File: config.mk
export PLATFORM = sky130hd
export DESIGN_NAME = cam_capture_gen
export DESIGN_NICKNAME = d
export VERILOG_FILES = /design/src/rtl/cam_capture_gen.sv
export SDC_FILE = /design/constraint.sdc
export NUM_CORES = 1
export LEC_CHECK = 0
export CORE_ASPECT_RATIO = 0.5
export CORE_UTILIZATION = 33
export CTS_CLUSTER_DIAMETER = 200
export DETAILED_ROUTE_END_ITERATION = 8
export DONT_BUFFER_PORTS = 1
export PLACE_DENSITY = 0.48
export SETUP_SLACK_MARGIN = 0.2
export SYNTH_ARGS = -nofsm -noshare
export SYNTH_HDL_FRONTEND = slang
export SYNTH_SLANG_ARGS = --single-unit
File: constraint.sdc
create_clock -name cmos_pclk -period 5.1 [get_ports cmos_pclk]
set_input_delay 0.765 -clock cmos_pclk [delete_from_list [all_inputs] [get_ports cmos_pclk]]
set_output_delay 0.765 -clock cmos_pclk [all_outputs]
set_load 0.005 [all_outputs]
File: src/rtl/cam_capture_gen.sv
// DVP camera capture front end: config gating, start-up frame skip, beat-to-pixel packing,
// and per-frame width/height measurement, all in the cmos_pclk domain.
module cam_capture_gen #(
    parameter int DATA_W      = 8,
    parameter int BEATS       = 2,
    parameter int SKIP_FRAMES = 30,
    parameter int CNT_W       = 12
) (
    input  logic                    cmos_pclk,
    input  logic                    rst_n,
    input  logic                    cfg_done,
    input  logic                    cmos_vsyn,
    input  logic                    cmos_href,
    input  logic [DATA_W-1:0]       cmos_data,
    output logic [DATA_W*BEATS-1:0] pix_data,
    output logic                    pix_en,
    output logic                    pix_sof,
    output logic                    pix_eol,
    output logic                    frame_done,
    output logic [CNT_W-1:0]        frame_width,
    output logic [CNT_W-1:0]        frame_height,
    output logic                    pix_err
);

    // state    | meaning
    // WAIT_CFG | sensor not configured, everything held clear
    // SKIP     | discarding start-up frames, counting VSYNC rises
    // ARMED    | waiting for the start of the next frame (VSYNC fall)
    // ACTIVE   | capturing lines of the current frame

    localparam int BEAT_W = (BEATS > 1) ? $clog2(BEATS) : 1;
    localparam int SKIP_W = (SKIP_FRAMES > 0) ? $clog2(SKIP_FRAMES + 1) : 1;
    localparam logic [CNT_W-1:0] CNT_MAX = '1;

    typedef enum logic [1:0] {WAIT_CFG, SKIP, ARMED, ACTIVE} state_t;

    state_t              r_state;
    logic                r_vs_d1, r_vs_d2, r_href_d1;
    logic                r_cfg_meta, r_cfg_sync;
    logic [SKIP_W-1:0]   r_skip_cnt;
    logic [BEAT_W-1:0]   r_beat;
    logic [CNT_W-1:0]    r_pix_cnt, r_line_cnt, r_last_width;
    logic                r_sof;

    logic                     w_vsyn_rise, w_vsyn_fall, w_href_fall, w_cap, w_beat_last;
    logic [CNT_W-1:0]         w_pix_inc, w_line_inc;
    logic [DATA_W*BEATS-1:0]  w_word;

    always_ff @(posedge cmos_pclk or negedge rst_n) begin
        if (!rst_n) begin
            r_vs_d1    <= 1'b0;
            r_vs_d2    <= 1'b0;
            r_href_d1  <= 1'b0;
            r_cfg_meta <= 1'b0;
            r_cfg_sync <= 1'b0;
        end else begin
            r_vs_d1    <= cmos_vsyn;
            r_vs_d2    <= r_vs_d1;
            r_href_d1  <= cmos_href;
            r_cfg_meta <= cfg_done;
            r_cfg_sync <= r_cfg_meta;
        end
    end

    assign w_vsyn_rise = r_vs_d1 & ~r_vs_d2;
    assign w_vsyn_fall = ~r_vs_d1 & r_vs_d2;
    assign w_href_fall = r_href_d1 & ~cmos_href;
    assign w_beat_last = (r_beat == BEAT_W'(BEATS - 1));
    assign w_pix_inc   = (r_pix_cnt == CNT_MAX) ? r_pix_cnt : r_pix_cnt + 1'b1;
    assign w_line_inc  = (r_line_cnt == CNT_MAX) ? r_line_cnt : r_line_cnt + 1'b1;

    // Capture loses to every higher-priority event in the same cycle.
    assign w_cap = r_cfg_sync && (r_state == ACTIVE) && !w_vsyn_rise && !w_href_fall
                   && cmos_href && !cmos_vsyn;

    generate
        if (BEATS == 1) begin : g_one_beat
            assign w_word = cmos_data;
        end else begin : g_multi_beat
            logic [DATA_W*(BEATS-1)-1:0] r_shreg;
            always_ff @(posedge cmos_pclk or negedge rst_n) begin
                if (!rst_n)
                    r_shreg <= '0;
                else if (w_cap)
                    r_shreg <= w_word[DATA_W*(BEATS-1)-1:0];
            end
            assign w_word = {r_shreg, cmos_data};
        end
    endgenerate

    always_ff @(posedge cmos_pclk or negedge rst_n) begin
        if (!rst_n) begin
            r_state      <= WAIT_CFG;
            r_skip_cnt   <= '0;
            r_beat       <= '0;
            r_pix_cnt    <= '0;
            r_line_cnt   <= '0;
            r_last_width <= '0;
            r_sof        <= 1'b0;
            pix_data     <= '0;
            pix_en       <= 1'b0;
            pix_sof      <= 1'b0;
            pix_eol      <= 1'b0;
            frame_done   <= 1'b0;
            frame_width  <= '0;
            frame_height <= '0;
            pix_err      <= 1'b0;
        end else begin
            pix_en     <= 1'b0;
            pix_sof    <= 1'b0;
            pix_eol    <= 1'b0;
            frame_done <= 1'b0;
            if (!r_cfg_sync) begin
                // Frame geometry registers deliberately keep their last values.
                r_state      <= WAIT_CFG;
                r_skip_cnt   <= '0;
                r_beat       <= '0;
                r_pix_cnt    <= '0;
                r_line_cnt   <= '0;
                r_last_width <= '0;
                r_sof        <= 1'b0;
                pix_err      <= 1'b0;
            end else begin
                case (r_state)
                    WAIT_CFG: begin
                        r_skip_cnt <= '0;
                        r_state    <= (SKIP_FRAMES == 0) ? ARMED : SKIP;
                    end
                    SKIP: begin
                        if (w_vsyn_rise) begin
                            r_skip_cnt <= r_skip_cnt + 1'b1;
                            if (r_skip_cnt == SKIP_W'(SKIP_FRAMES - 1))
                                r_state <= ARMED;
                        end
                    end
                    ARMED: begin
                        if (w_vsyn_fall) begin
                            r_state      <= ACTIVE;
                            r_beat       <= '0;
                            r_pix_cnt    <= '0;
                            r_line_cnt   <= '0;
                            r_last_width <= '0;
                            r_sof        <= 1'b1;
                        end
                    end
                    ACTIVE: begin
                        if (w_vsyn_rise) begin
                            frame_done <= 1'b1;
                            r_state    <= ARMED;
                            r_beat     <= '0;
                            if (r_beat != '0)
                                pix_err <= 1'b1;
                            // A line ending on the same edge still counts.
                            if (w_href_fall) begin
                                pix_eol      <= 1'b1;
                                frame_width  <= r_pix_cnt;
                                frame_height <= w_line_inc;
                            end else begin
                                frame_width  <= r_last_width;
                                frame_height <= r_line_cnt;
                            end
                        end else if (w_href_fall) begin
                            pix_eol      <= 1'b1;
                            r_line_cnt   <= w_line_inc;
                            r_last_width <= r_pix_cnt;
                            r_pix_cnt    <= '0;
                            r_beat       <= '0;
                            if (r_beat != '0)
                                pix_err <= 1'b1;
                        end else if (w_cap) begin
                            if (w_beat_last) begin
                                pix_data  <= w_word;
                                pix_en    <= 1'b1;
                                pix_sof   <= r_sof;
                                r_sof     <= 1'b0;
                                r_beat    <= '0;
                                r_pix_cnt <= w_pix_inc;
                            end else begin
                                r_beat <= r_beat + 1'b1;
                            end
                        end
                    end
                    default: r_state <= WAIT_CFG;
                endcase
            end
        end
    end

endmodule

# --- Yosys cells after proc, flatten, opt, wreduce, memory -nomap -nowiden ---
# Cells that the tools add are included.
# W data, S select, Z words.
classes:
  add_sub_neg: 4
  n_eq_ne: 22
  n_mux: 63
  bitwise_logic: 8
  reduce_logical: 18
ops:
  columns: ["op", "n"]
  rows:
  - ["$mux W12", 14]
  - ["$pmux W12 S2", 3]
  - ["$mux W1", 35]
  - ["$add A12 B1 Y12 const B", 2]
  - ["$eq A12 B12 Y1 const B", 2]
  - ["$ne A3 B3 Y1 const B", 8]
  - ["$reduce_and A6 Y1", 3]
  - ["$ne A4 B4 Y1 const B", 3]
  - ["$mux W2", 5]
  - ["$mux W5", 2]
  - ["$pmux W5 S2", 1]
  - ["$ne A3 B1 Y1 const B", 3]
  - ["$reduce_and A3 Y1", 3]
  - ["$pmux W2 S4", 1]
  - ["$add A5 B1 Y5 const B", 1]
  - ["$eq A5 B5 Y1 const B", 1]
  - ["$logic_and A1 B1 Y1", 5]
  - ["$ne A5 B5 Y1 const B", 1]
  - ["$not A1 Y1", 5]
  - ["$eq A2 B2 Y1 const B", 2]
  - ["$pmux W1 S2", 2]
  - ["$reduce_and A2 Y1", 2]
  - ["$reduce_and A4 Y1", 1]
  - ["$and A1 B1 Y1", 3]
  - ["other kinds (5)", 7]
totals:
  regBits: 103
  input_bits: 13
  out_inout_bits: 45
  elab_cells: 136

# --- Logic depth before layout (Yosys ltp) ---
# Gate-level depths: netlist (run 1).
depth:
  depth_word: 12
  mapped_depth: 8
  mapped_depth_nobuf: 5

# --- Worst setup path before layout (run 1) ---
# Ideal clock, no wire load.
synth_path:
  path_kind: "input-to-reg"
  from: "input port cmos_vsyn"
  to: "register r_pix_cnt[7]"
  setup_time_ps: 79
  arrival_ps: 2137
  setup_slack_ps: 2884
  stages: 5
  cell_sequence: "nand2b_1 -> or4_4 -> buf_6 -> or4_1 -> a21oi_1"
synth_via:
  elab_chain_cells: 4
synth_lines:
  columns: ["item", "line_no", "rtl"]
  rows:
  - ["start, declared", "12", "input logic cmos_vsyn,"]
  - ["$logic_not A1 Y1", "74", "&& cmos_href && !cmos_vsyn;"]
  - ["$logic_and A1 B1 Y1", "74", null]
  - ["$ne A4 B4 Y1 (no source line)", null, null]
  - ["$reduce_and A6 Y1 (no source line)", null, null]
  - ["end signal, assigned", "177", "r_pix_cnt <= w_pix_inc;"]
  - ["end, declared", "42", "logic [CNT_W-1:0] r_pix_cnt, r_line_cnt, r_last_width;"]
# Every way passes these cells.
# A chain may end at the register's enable or synchronous reset.

# --- Worst setup path in the final report (run 1) ---
layout_path:
  from: "register r_state[1]"
  to: "register g_multi_beat.r_shreg[4]"
layout_via:
  elab_chain_cells: 6
layout_lines:
  columns: ["item", "line_no", "rtl"]
  rows:
  - ["start, declared", "37", "state_t r_state;"]
  - ["start signal, assigned", "127", "r_state <= (SKIP_FRAMES == 0) ? ARMED : SKIP;"]
  - ["$eq A2 B2 Y1", "73", "assign w_cap = r_cfg_sync && (r_state == ACTIVE) && !w_vsyn_rise && !w_href_fall"]
  - ["$logic_and A1 B1 Y1 (3 in a row)", "73", null]
  - ["$logic_and A1 B1 Y1 (2 in a row)", "74", null]
  - ["end signal, assigned", "85", "r_shreg <= w_word[DATA_W*(BEATS-1)-1:0];"]
  - ["end, declared", "80", "logic [DATA_W*(BEATS-1)-1:0] r_shreg;"]
# Every way passes these cells.

==> results of run 1 <==
[worst paths after layout]
kind / from / to / slack [ns]
min reg2reg: r_cfg_meta / r_cfg_sync / 0.35
min: rst_n / r_line_cnt[1] / 0.10
min in group cmos_pclk: r_cfg_meta / r_cfg_sync / 0.35
max reg2reg: r_state[1] / g_multi_beat.r_shreg[4] / 2.37
max: r_state[1] / g_multi_beat.r_shreg[4] / 2.37
max in group asynchronous: rst_n / frame_width[1] / 4.77
[per-stage QoR]
step / cells / hold slack [ns]
detailed placement: 661 / 0.335
finish: 677 / 0.100
floorplan: 496 / 0.331
global route: 677 / 0.0807
CTS: 677 / 0.0832
global placement: 661 / 0.334
[synth_stat cells (3+ instances only)]
master    number  area [µm²]
inv_1         10        37.5
nand2_1       98         368
a21o_1         3        22.5
mux2_2         9         101
nand3b_1       3        22.5
dfrtp_1      103        2580
o211ai_1       5        37.5
and3_1         7        43.8
nor4_1         4        25.0
nand3_1       27         135
nand2b_1       4        25.0
nand4_1        6        37.5
clkbuf_1      20        75.1
or4_1         11        82.6
or3_1          3        18.8
ha_1           4        50.1
a31oi_1       24         150
nor4b_1        3        26.3
o31ai_1        9        67.6
o21ai_0       19        95.1
nor2_1        34         128
a21oi_1       20         100
nor3_1         6        30.0
buf_1          4        15.0
a22o_1        13         114
buf_2          4        20.0
mux2i_1        5        50.1
[per-layer routing]
layer	routed length, µm	vias to the layer above	share of wire	track usage
met5	0	-	0	0
met2	4770	62	0.43	0.249
met1	5730	1733	0.51	0.226
li1	-	1759	-	-
met4	67	0	0.0060	0.0475
met3	594	6	0.053	0.0473
[registers in the layout, summed over array words and instances (netlist names)]
signal,count
r_beat,1
g_multi_beat.r_shreg,8
r_cfg_sync,1
r_skip_cnt,5
r_state,2
pix_eol,1
frame_width,12
r_vs_d1,1
r_line_cnt,12
pix_err,1
pix_sof,1
frame_done,1
frame_height,12
r_last_width,12
pix_en,1
r_vs_d2,1
r_cfg_meta,1
r_sof,1
r_pix_cnt,12
pix_data,16
r_href_d1,1
[area by class of cell]
| type | instances | area (µm²) |
|---|---|---|
| fill | 1375 | 8620 |
| sequential | 103 | 2580 |
| multi-input combinational | 352 | 2030 |
| tap | 192 | 240 |
| clock buffer | 9 | 225 |
| clock inverter | 7 | 88.8 |
| inverter | 11 | 41.3 |
| timing repair buffer | 3 | 22.5 |
[kinds of logic after synthesis]
logic type / after synthesis
simple gates: 217
compound gates: 116
flops: 103
buf+inv: 41
mux: 14
fa+ha+maj: 4
xor+xnor: 1
[report_power, final]
part / leakage (nW) / total, W / switching, W / internal [W]
clock network: 0.152 / 0.000715 / 0.000361 / 0.000354
registers: 1.29 / 0.000831 / 0.00000733 / 0.000824
logic: 0.730 / 0.0000330 / 0.0000221 / 0.0000108
total: 2.17 / 0.00158 / 0.000390 / 0.00119
[worst reg2reg max path: stages, from the launching register on]
cell and delay, ns:
dfrtp_1 0.67, nand3_1 0.29, nand2b_1 0.52, nor2_1 0.73, mux2_2 0.41
==> impl_summary.log, run 1 <==
[metrics] maximum single-stage delay on the critical path: 0.73 ns
[metrics] Die H: 87.2 µm
[metrics] power density over cell area: 302 nW/µm²
[metrics] number of iterations in the first detailed-routing pass: 5
[metrics] skew final: 0.0137 ns
[metrics] final routed wire length divided by cell count: 16.5 µm
[metrics] depth of the critical timing path with buffers and inverters included: 4
[metrics] Critical Path Start Type: register
[metrics] initial antenna violation count: 0
[metrics] simple-gate share of the synthesized area: 0.214
[metrics] TritonCTS clock tree: built
[metrics] ANT nets after route: 0
[metrics] post-layout power: 0.00158 W
[metrics] worst vdd rail ir drop: 0.000143 V
[metrics] shortest period the worst path allows: 2.73 ns
[metrics] final setup TNS: 0 ns
[metrics] slew of the pin with the lowest slew margin: 1.04 ns
[metrics] top fanout value on the critical path: 17
[metrics] global-route usage over all layers: 0.164
[metrics] largest net degree at the start of global routing: 104
[metrics] number of violations reported at the end of detailed-routing iteration 0: 242
[metrics] hold buffer count at cts: 0
[metrics] cell area after technology mapping: 4790 µm²
[metrics] clock-pin slew reported for the worst setup and hold paths after clock tree synthesis: 0.08 ns
[metrics] required time of the critical path: 5.35 ns
[metrics] RD Place Congestion: 0.772
[metrics] total cell area at the placement stage: 4920 µm²
[metrics] xor/xnor cell area share of the yosys netlist: 0.00183
[metrics] Synth Area in Adders: 0.0105
[metrics] global-route wire length before repair: 19,000 µm
[metrics] Mapped Nets: 513
[metrics] cell family with the largest share of critical-path delay: simple AND/OR/NAND/NOR gates
[metrics] area growth from synthesis to final layout: 9.28%
[metrics] net count of the finished layout: 497
[metrics] number of setup buffers added after CTS: 0
[metrics] result of the run: completed
[metrics] worst-case reg-to-reg path depth: 4
[metrics] Max Clk Rate: 367 MHz
[metrics] Longest Clk Path Bufs: 2
[metrics] worst slack after detailed placement: 2.36 ns
[metrics] final WL: 11,200 µm
[metrics] critical path type: register to register
[metrics] horizontal die dimension: 172 µm
[metrics] number of storage elements in the synthesis netlist: 103
[metrics] arrival time at the worst endpoint: 2.97 ns
[metrics] area of the placeable core: 13,900 µm²
[metrics] utilization after layout: 0.378
[metrics] cell type of the slowest stage on the worst timing path: nor2_1
[metrics] final clock period utilization by the worst path: 0.535
[metrics] multiplexer fraction of the synthesized cell area: 0.0316
[metrics] # diodes: 0
[metrics] number of cells produced by synthesis: 496
[metrics] number of enable flip-flop cells after synthesis: 0
[metrics] final number of max-transition violations: 0
[metrics] number of warnings printed during yosys synthesis: 0
[metrics] number of buffers inserted during clock tree synthesis: 9
[metrics] via/cell ratio: 5.26
[metrics] count of instances resized after the clock tree is built: 0
[metrics] Non-Filler Cell Area, Final: 5230 µm²
[metrics] number of vias after detailed routing: 3,560
[metrics] cell-by-cell trace of the critical path: nand3_1, nand2b_1, nor2_1, mux2_2
[metrics] RSZ-0062 raised after global routing: no
[metrics] number of H-tree branching levels: 3
[metrics] Compound-Gate Fraction of Synth Area: 0.167
[metrics] final hold violation count: 0
[metrics] Detail Placement HPWL: 7120 µm
[metrics] sort of element at the end of the critical path: register
[metrics] detailed-route DRC error count: 0
[metrics] number of distinct standard cells referenced by the synthesized netlist: 55
[metrics] Most used DFF post-synth: dfrtp_1
[metrics] CP bufs+invs: 0
[metrics] Setup WS post-layout: 2.37 ns
[metrics] number of global-route vias before repair: 3,581
[metrics] Async SR Flop Fraction: 1.00
[metrics] max-cap check violation count: 0
[metrics] Syn Area/Cell: 9.65 µm²
[metrics] Port Buf Inserts: 0
[metrics] Starting Density: 0.346
[metrics] headroom to the max-slew limit: 0.304
[metrics] largest family of logic cells by synthesized area: simple AND/OR/NAND/NOR gates
[metrics] total grt overflow: 0
[metrics] leakage power figure: 2.17 nW
[metrics] setup-violating endpoint count in the final report: 0
[metrics] Num Clock Sinks: 103
[metrics] most common cell after layout, fill and taps aside: dfrtp_1
[metrics] buffer cell driving the clock tree root: clkbuf_16
[metrics] number of cell rows: 30
[metrics] share of layout cells above drive strength 1: 0.0763
[metrics] IO Pins: 58
[metrics] class of the tightest hold or removal check: primary input to asynchronous set/reset pin
[metrics] sequential-to-total area share from yosys stat: 0.539
[metrics] die footprint: 15,000 µm²
[metrics] Skew-Pair Late Insertion Delay: 0.36 ns
[metrics] leading cell types in the layout, fill and taps excluded: dfrtp_1, nand2_1, nor2_1
(Power assumes the default switching activity.)
==> run 2, diff against run 1 <==
==> constraint.sdc (replaced) <==
create_clock -name cmos_pclk -period 2.6 [get_ports cmos_pclk]
set_input_delay 0.39 -clock cmos_pclk [delete_from_list [all_inputs] [get_ports cmos_pclk]]
set_output_delay 0.39 -clock cmos_pclk [all_outputs]
set_load 0.005 [all_outputs]
==> run 2 against run 1 <==
The flow now finishes with violations (hold timing). Combinational power grew 120%. First-iteration DRC count rose by 14%. Register-to-register slack worse by 2.0 ns. Critical path depth stayed put. Routed wire length rose by 1.9%. Power up 96%. Via count up 2.2%. Core utilization is 0.92 points higher. Clock power rose by 94%. Cell count rose by 2.4%. Largest cell class unchanged. Flip-flop and latch count stayed put.
==> impl_summary.log, run 2 (synthesis results as in run 1) <==
[metrics] final number of max-transition violations: 0 (unchanged)
[metrics] number of cell rows: 30 (unchanged)
[metrics] flip-flop count of the largest register after layout: 16 (unchanged)
[metrics] Skew-Pair Late Insertion Delay: 0.35 ns (about the same)
[metrics] IO Pins: 58 (unchanged)
[metrics] detailed-route DRC error count: 0 (unchanged)
[metrics] sort of element at the end of the critical path: register
[metrics] worst vdd rail ir drop: 0.000285 V (+99%)
[metrics] Critical Path Start Type: register
[metrics] leading cell types in the layout, fill and taps excluded: dfrtp_1, nand2_1, nor2_1
[metrics] Detail Placement HPWL: 7600 µm (+6.8%)
[metrics] skew final: 0.0102 ns (-0.00350 ns)
[metrics] count of instances resized after the clock tree is built: 0 (unchanged)
[metrics] Port Buf Inserts: 0 (unchanged)
[metrics] via/cell ratio: 5.25 (-0.14%)
[metrics] initial antenna violation count: 0 (unchanged)
[metrics] final routed wire length divided by cell count: 16.4 µm (-0.49%)
[metrics] most common cell after layout, fill and taps aside: dfrtp_1
[metrics] RSZ-0062 raised after global routing: no
[metrics] number of violations reported at the end of detailed-routing iteration 0: 275 (+14%)
[metrics] net count of the finished layout: 513 (+3.2%)
[metrics] required time of the critical path: 2.88 ns (-2.47 ns)
[metrics] class of the tightest hold or removal check: primary input to asynchronous set/reset pin
[metrics] final setup TNS: 0 ns (unchanged)
[metrics] max-cap check violation count: 0 (unchanged)
[metrics] global-route wire length before repair: 19,400 µm (+2.1%)
[metrics] number of H-tree branching levels: 3 (unchanged)
[metrics] leakage power figure: 2.26 nW (+3.8%)
[metrics] number of global-route vias before repair: 3,649 (+1.9%)
[metrics] # placed instances: 677 (+2.4%)
[metrics] number of iterations in the first detailed-routing pass: 4 (-1)
[metrics] power density over cell area: 577 nW/µm² (+91%)
[metrics] Final Non-Filler Cells: 693 (+2.4%)
[metrics] Num Clock Sinks: 103 (unchanged)
[metrics] Max Clk Rate: 444 MHz (+21%)
[metrics] largest net degree at the start of global routing: 104 (unchanged)
[metrics] number of buffers inserted during clock tree synthesis: 9 (unchanged)
[metrics] critical path type: register to register
[metrics] shortest period the worst path allows: 2.25 ns (-0.473 ns)
[metrics] post-layout power: 0.00309 W (+96%)
[metrics] Starting Density: 0.346 (unchanged)
[metrics] worst-case hold slack: -0.267 ns (-0.367 ns)
[metrics] clock-pin slew reported for the worst setup and hold paths after clock tree synthesis: 0.08 ns (about the same)
[metrics] slew of the pin with the lowest slew margin: 0.484 ns (-0.560 ns)
[metrics] final WL: 11,400 µm (+1.9%)
[metrics] setup-violating endpoint count in the final report: 0 (unchanged)
[metrics] final clock period utilization by the worst path: 0.867 (+0.332)
[metrics] die footprint: 15,000 µm² (unchanged)
[metrics] # diodes: 0 (unchanged)
[metrics] number of vias after detailed routing: 3,639 (+2.2%)
[metrics] Reg2Reg Setup Slack: 0.35 ns (-2.03 ns)
[metrics] failing checks: hold timing
[metrics] arrival time at the worst endpoint: 2.53 ns (-0.44 ns)
[metrics] area growth from synthesis to final layout: 11.9%
[metrics] total grt overflow: 0 (unchanged)
[metrics] TritonCTS clock tree: built
[metrics] horizontal die dimension: 172 µm (unchanged)
[metrics] area of the placeable core: 13,900 µm² (unchanged)
[metrics] Setup WS post-layout: 0.347 ns (-2.03 ns)
[metrics] Longest Clk Path Bufs: 2 (unchanged)
[metrics] top fanout value on the critical path: 32 (+15)
[metrics] worst slack after detailed placement: 0.378 ns (-1.98 ns)
[metrics] number of setup buffers added after CTS: 0 (unchanged)
[metrics] final hold violation count: 103 (+103)
[metrics] result of the run: complete, but fails checks
[metrics] RD Place Congestion: 0.837 (+8.4%)
[metrics] global-route usage over all layers: 0.167 (+0.00369)
[metrics] buffer cell driving the clock tree root: clkbuf_16
[metrics] headroom to the max-slew limit: 0.673 (+0.369)
[metrics] register with the most flip-flops: pix_data
[metrics] ANT nets after route: 0 (unchanged)
[metrics] Die H: 87.2 µm (unchanged)
[metrics] share of layout cells above drive strength 1: 0.106 (+0.0295)
-- run 2: cell types whose count changed in the layout (fill, tap and decap cells not counted), sizes merged --
cell / change
buf: +16
inv: +1
clkinv: -1
-- run 2: path summary, 6_finish.rpt --
| check | from | endpoint | depth (start not counted) |
|---|---|---|---|
| max | r_state[0] | r_pix_cnt[6] | 4 |
| min | rst_n | frame_height[5] | 0 |
| max reg2reg | r_state[0] | r_pix_cnt[6] | 4 |
| min reg2reg | r_cfg_meta | r_cfg_sync | 0 |
| max in group asynchronous | rst_n | r_pix_cnt[8] | 0 |
| min in group cmos_pclk | cfg_done | r_cfg_meta | 0 |
-- run 2: report_power, final --
part           internal, W   total, W  switching, W
combinational    0.0000271  0.0000729     0.0000459
sequential         0.00162    0.00163     0.0000140
clock             0.000693    0.00139      0.000694
total              0.00234    0.00309      0.000753
-- run 2: layer usage --
| metal | share of wire | GRT usage | vias up | routed length, µm |
|---|---|---|---|---|
| met5 | 0 | 0 | - | 0 |
| met4 | 0.0065 | 0.0386 | 0 | 74 |
| met3 | 0.052 | 0.0550 | 6 | 596 |
| met2 | 0.43 | 0.250 | 56 | 4890 |
| met1 | 0.51 | 0.234 | 1774 | 5810 |
| li1 | - | - | 1803 | - |
-- run 2: worst max-delay path: stages (launching register included) --
cell,delay [ns]
dfrtp_1,0.56
nand3_1,0.19
or4_4,0.71
or4_1,0.56
a21oi_1,0.16
-- run 2: layout make-up --
cell class	instances	area [µm²]
Fill cell	1355	8490
Sequential cell	103	2580
Multi-Input combinational cell	352	2030
Tap cell	192	240
Clock buffer	9	225
Timing Repair Buffer	19	155
Clock inverter	7	83.8
Inverter	11	41.3
-- run 2: per-stage QoR --
stage | instance area [µm²] | utilization
final | 5360 | 0.387
after global routing | 5360 | 0.387
after CTS | 5360 | 0.387
after detailed placement | 5050 | 0.364
after global placement | 5050 | 0.364
after floorplan | 4790 | -
==> variant, RTL diff (config.mk and constraints of run 2) <==
Encoding of `state_t`: now one-hot (4 bits for 4 states).
--- a/src/rtl/cam_capture_gen.sv
+++ b/src/rtl/cam_capture_gen.sv
@@ -32,7 +32,7 @@
     localparam int SKIP_W = (SKIP_FRAMES > 0) ? $clog2(SKIP_FRAMES + 1) : 1;
     localparam logic [CNT_W-1:0] CNT_MAX = '1;
 
-    typedef enum logic [1:0] {WAIT_CFG, SKIP, ARMED, ACTIVE} state_t;
+    typedef enum logic [3:0] {WAIT_CFG = 4'b0001, SKIP = 4'b0010, ARMED = 4'b0100, ACTIVE = 4'b1000} state_t;
 
     state_t              r_state;
     logic                r_vs_d1, r_vs_d2, r_href_d1;
Formal check against the unedited RTL: same outputs for any inputs over 10 cycles, from zero or initial values and one cycle with rst_n low; not proved beyond that.
==> variant against run 2 <==
  * The flow still finishes with violations (negative hold slack)
  * Largest cell class unchanged
  * Critical endpoint is now r_pix_cnt[4]
  * Cell area increased by 5.0%
  * Core utilization down 0.53 points
  * Setup slack better by 88 ps
  * Total power rose by 5.0%
  * Worst hold slack better by 6.3 ps
  * Synthesized area grew 6.3%
  * First-iteration DRC count rose by 5.5%
  * Routed wire length rose by 6.9%
  * Highest routed layer unchanged
  * Cell count rose by 0.72%
  * Die area is 6.2% higher
  * Sequential cell count increased by 2
==> variant: results (changes against run 2) <==
stage	metric	value	unit	change
run_status	status	finished, violations left		unchanged
global_routing	first-pass GRT wire length	19800	um	was 19400 um
timing	worst hold slack	-261	ps	was -267 ps
cells_and_area	nets	512		was 513
power	Int Pwr	2.51	mW	was 2.34 mW
placed_design	RePlAce Congestion	0.809		was 0.837
timing	clock skew	9.27	ps	was 10.2 ps
timing	Relative slew margins	57.4	%	was 67.3%
logic_synthesis	Compound-Gate Fraction of Synth Area	18.0	%	was 16.7%
power	Total Power	3.24	mW	was 3.09 mW
power	worst vdd ir	0.286	mV	was 0.285 mV
setup_path	slowest CP cell	nor4b_4		was or4_4
cells_and_area	layout cells sized above 1	13.4	%	was 10.6%
setup_path	Worst Setup SP	r_state[1]		was r_state[0]
route	first-pass iteration count of the detailed router	5		was 4
global_routing	vias in the first global route	3600		was 3649
logic_synthesis	Synth Area in Adders	0.984	%	was 1.05%
logic_synthesis	xor/xnor share of the synthesized area	1.03	%	was 0.183%
route	Vias/cell	5.47		was 5.25
run_status	failing checks	negative hold slack		unchanged
worst_hold_path	worst hold path class	input port to asynchronous set/reset pin		unchanged
logic_synthesis	post-synth net total	519		was 513
logic_synthesis	commonest cells in the netlist	dfrtp_1 (104), nand2_1 (46), nor2_1 (37), nand3_1 (33), a31oi_1 (26)		was dfrtp_1 (103), nand2_1 (98), nor2_1 (34), nand3_1 (27), a31oi_1 (24)
placed_design	HPWL Detailed	8050	um	was 7600 um
route	DR WL/cell	17.4	um	was 16.4 um
setup_path	crit path DAT	2430	ps	was 2530 ps
logic_synthesis	sequential area share after synthesis	51.7	%	was 53.9%
logic_synthesis	Yosys cell types	63		was 55
timing	Final Hold Fails	105		was 103
global_routing	GR Util met3	5.20	%	was 5.50%
cells_and_area	post-route insts no fill	698		was 693
global_routing	pin count of the biggest net entering global routing	106		was 104
power	Leakage	2.31	nW	was 2.26 nW
placed_design	DP Area	5320	um^2	was 5050 um^2
setup_path	CP peak stage delay	540	ps	was 710 ps
power	combinational gate power	140	uW	was 72.9 uW
setup_path	CP max FO	11		was 32
logic_synthesis	Mean Syn Cell Area	10.1	um^2	was 9.65 um^2
setup_path	worst reg2reg endpoint	r_pix_cnt[4]		was r_pix_cnt[6]
global_routing	GRT Util Overall	15.9	%	was 16.7%
logic_synthesis	Area contributors post-synth	dfrtp_1 (51%), mux2_2 (5.3%), nand2_1 (3.4%), nand3_1 (3.2%), a31oi_1 (3.2%)		was dfrtp_1 (54%), nand2_1 (7.7%), a31oi_1 (3.1%), nand3_1 (2.8%), nor2_1 (2.7%)
route	DRT iter0 DRCs	290		was 275
logic_synthesis	Async SR Flop Fraction	100	%	unchanged
global_routing	met1 Track Usage GR	23.9	%	was 23.4%
## variant: cell count changes in the layout (fill, tap and decap cells not counted), sizes merged, moves of 4 or more
cell	before	now
a2bb2oi	0	4
mux2	9	24
nand2	98	47
nand3	27	35
nand4	6	12
or4	12	1
xnor2	1	5
## variant: cells by family (layout without fill, tap and decap cells)
kind of cell,Yosys count,after routing
AO/OA/AOI/OAI,132,132
flip-flops,105,105
AND/OR/NAND/NOR,179,179
multiplexers,26,26
buffers and inverters,50,48
adder cells (fa/ha/maj),4,4
XOR/XNOR,6,6
## variant: routing by layer
metal  up-vias  part of all wire (%)
li1       1849                     -
met1      1845                    51
met2       107                    41
met3        14                   7.4
met4         0                  0.81
met5         -                     0
## variant: layout make-up
class,count,area (um^2)
clock buffer,12,256
clock inverter,4,51.3
fill,1477,9120
inverter,15,56.3
multi-input combinational,347,2250
sequential,105,2630
tap,198,248
timing repair buffer,17,128
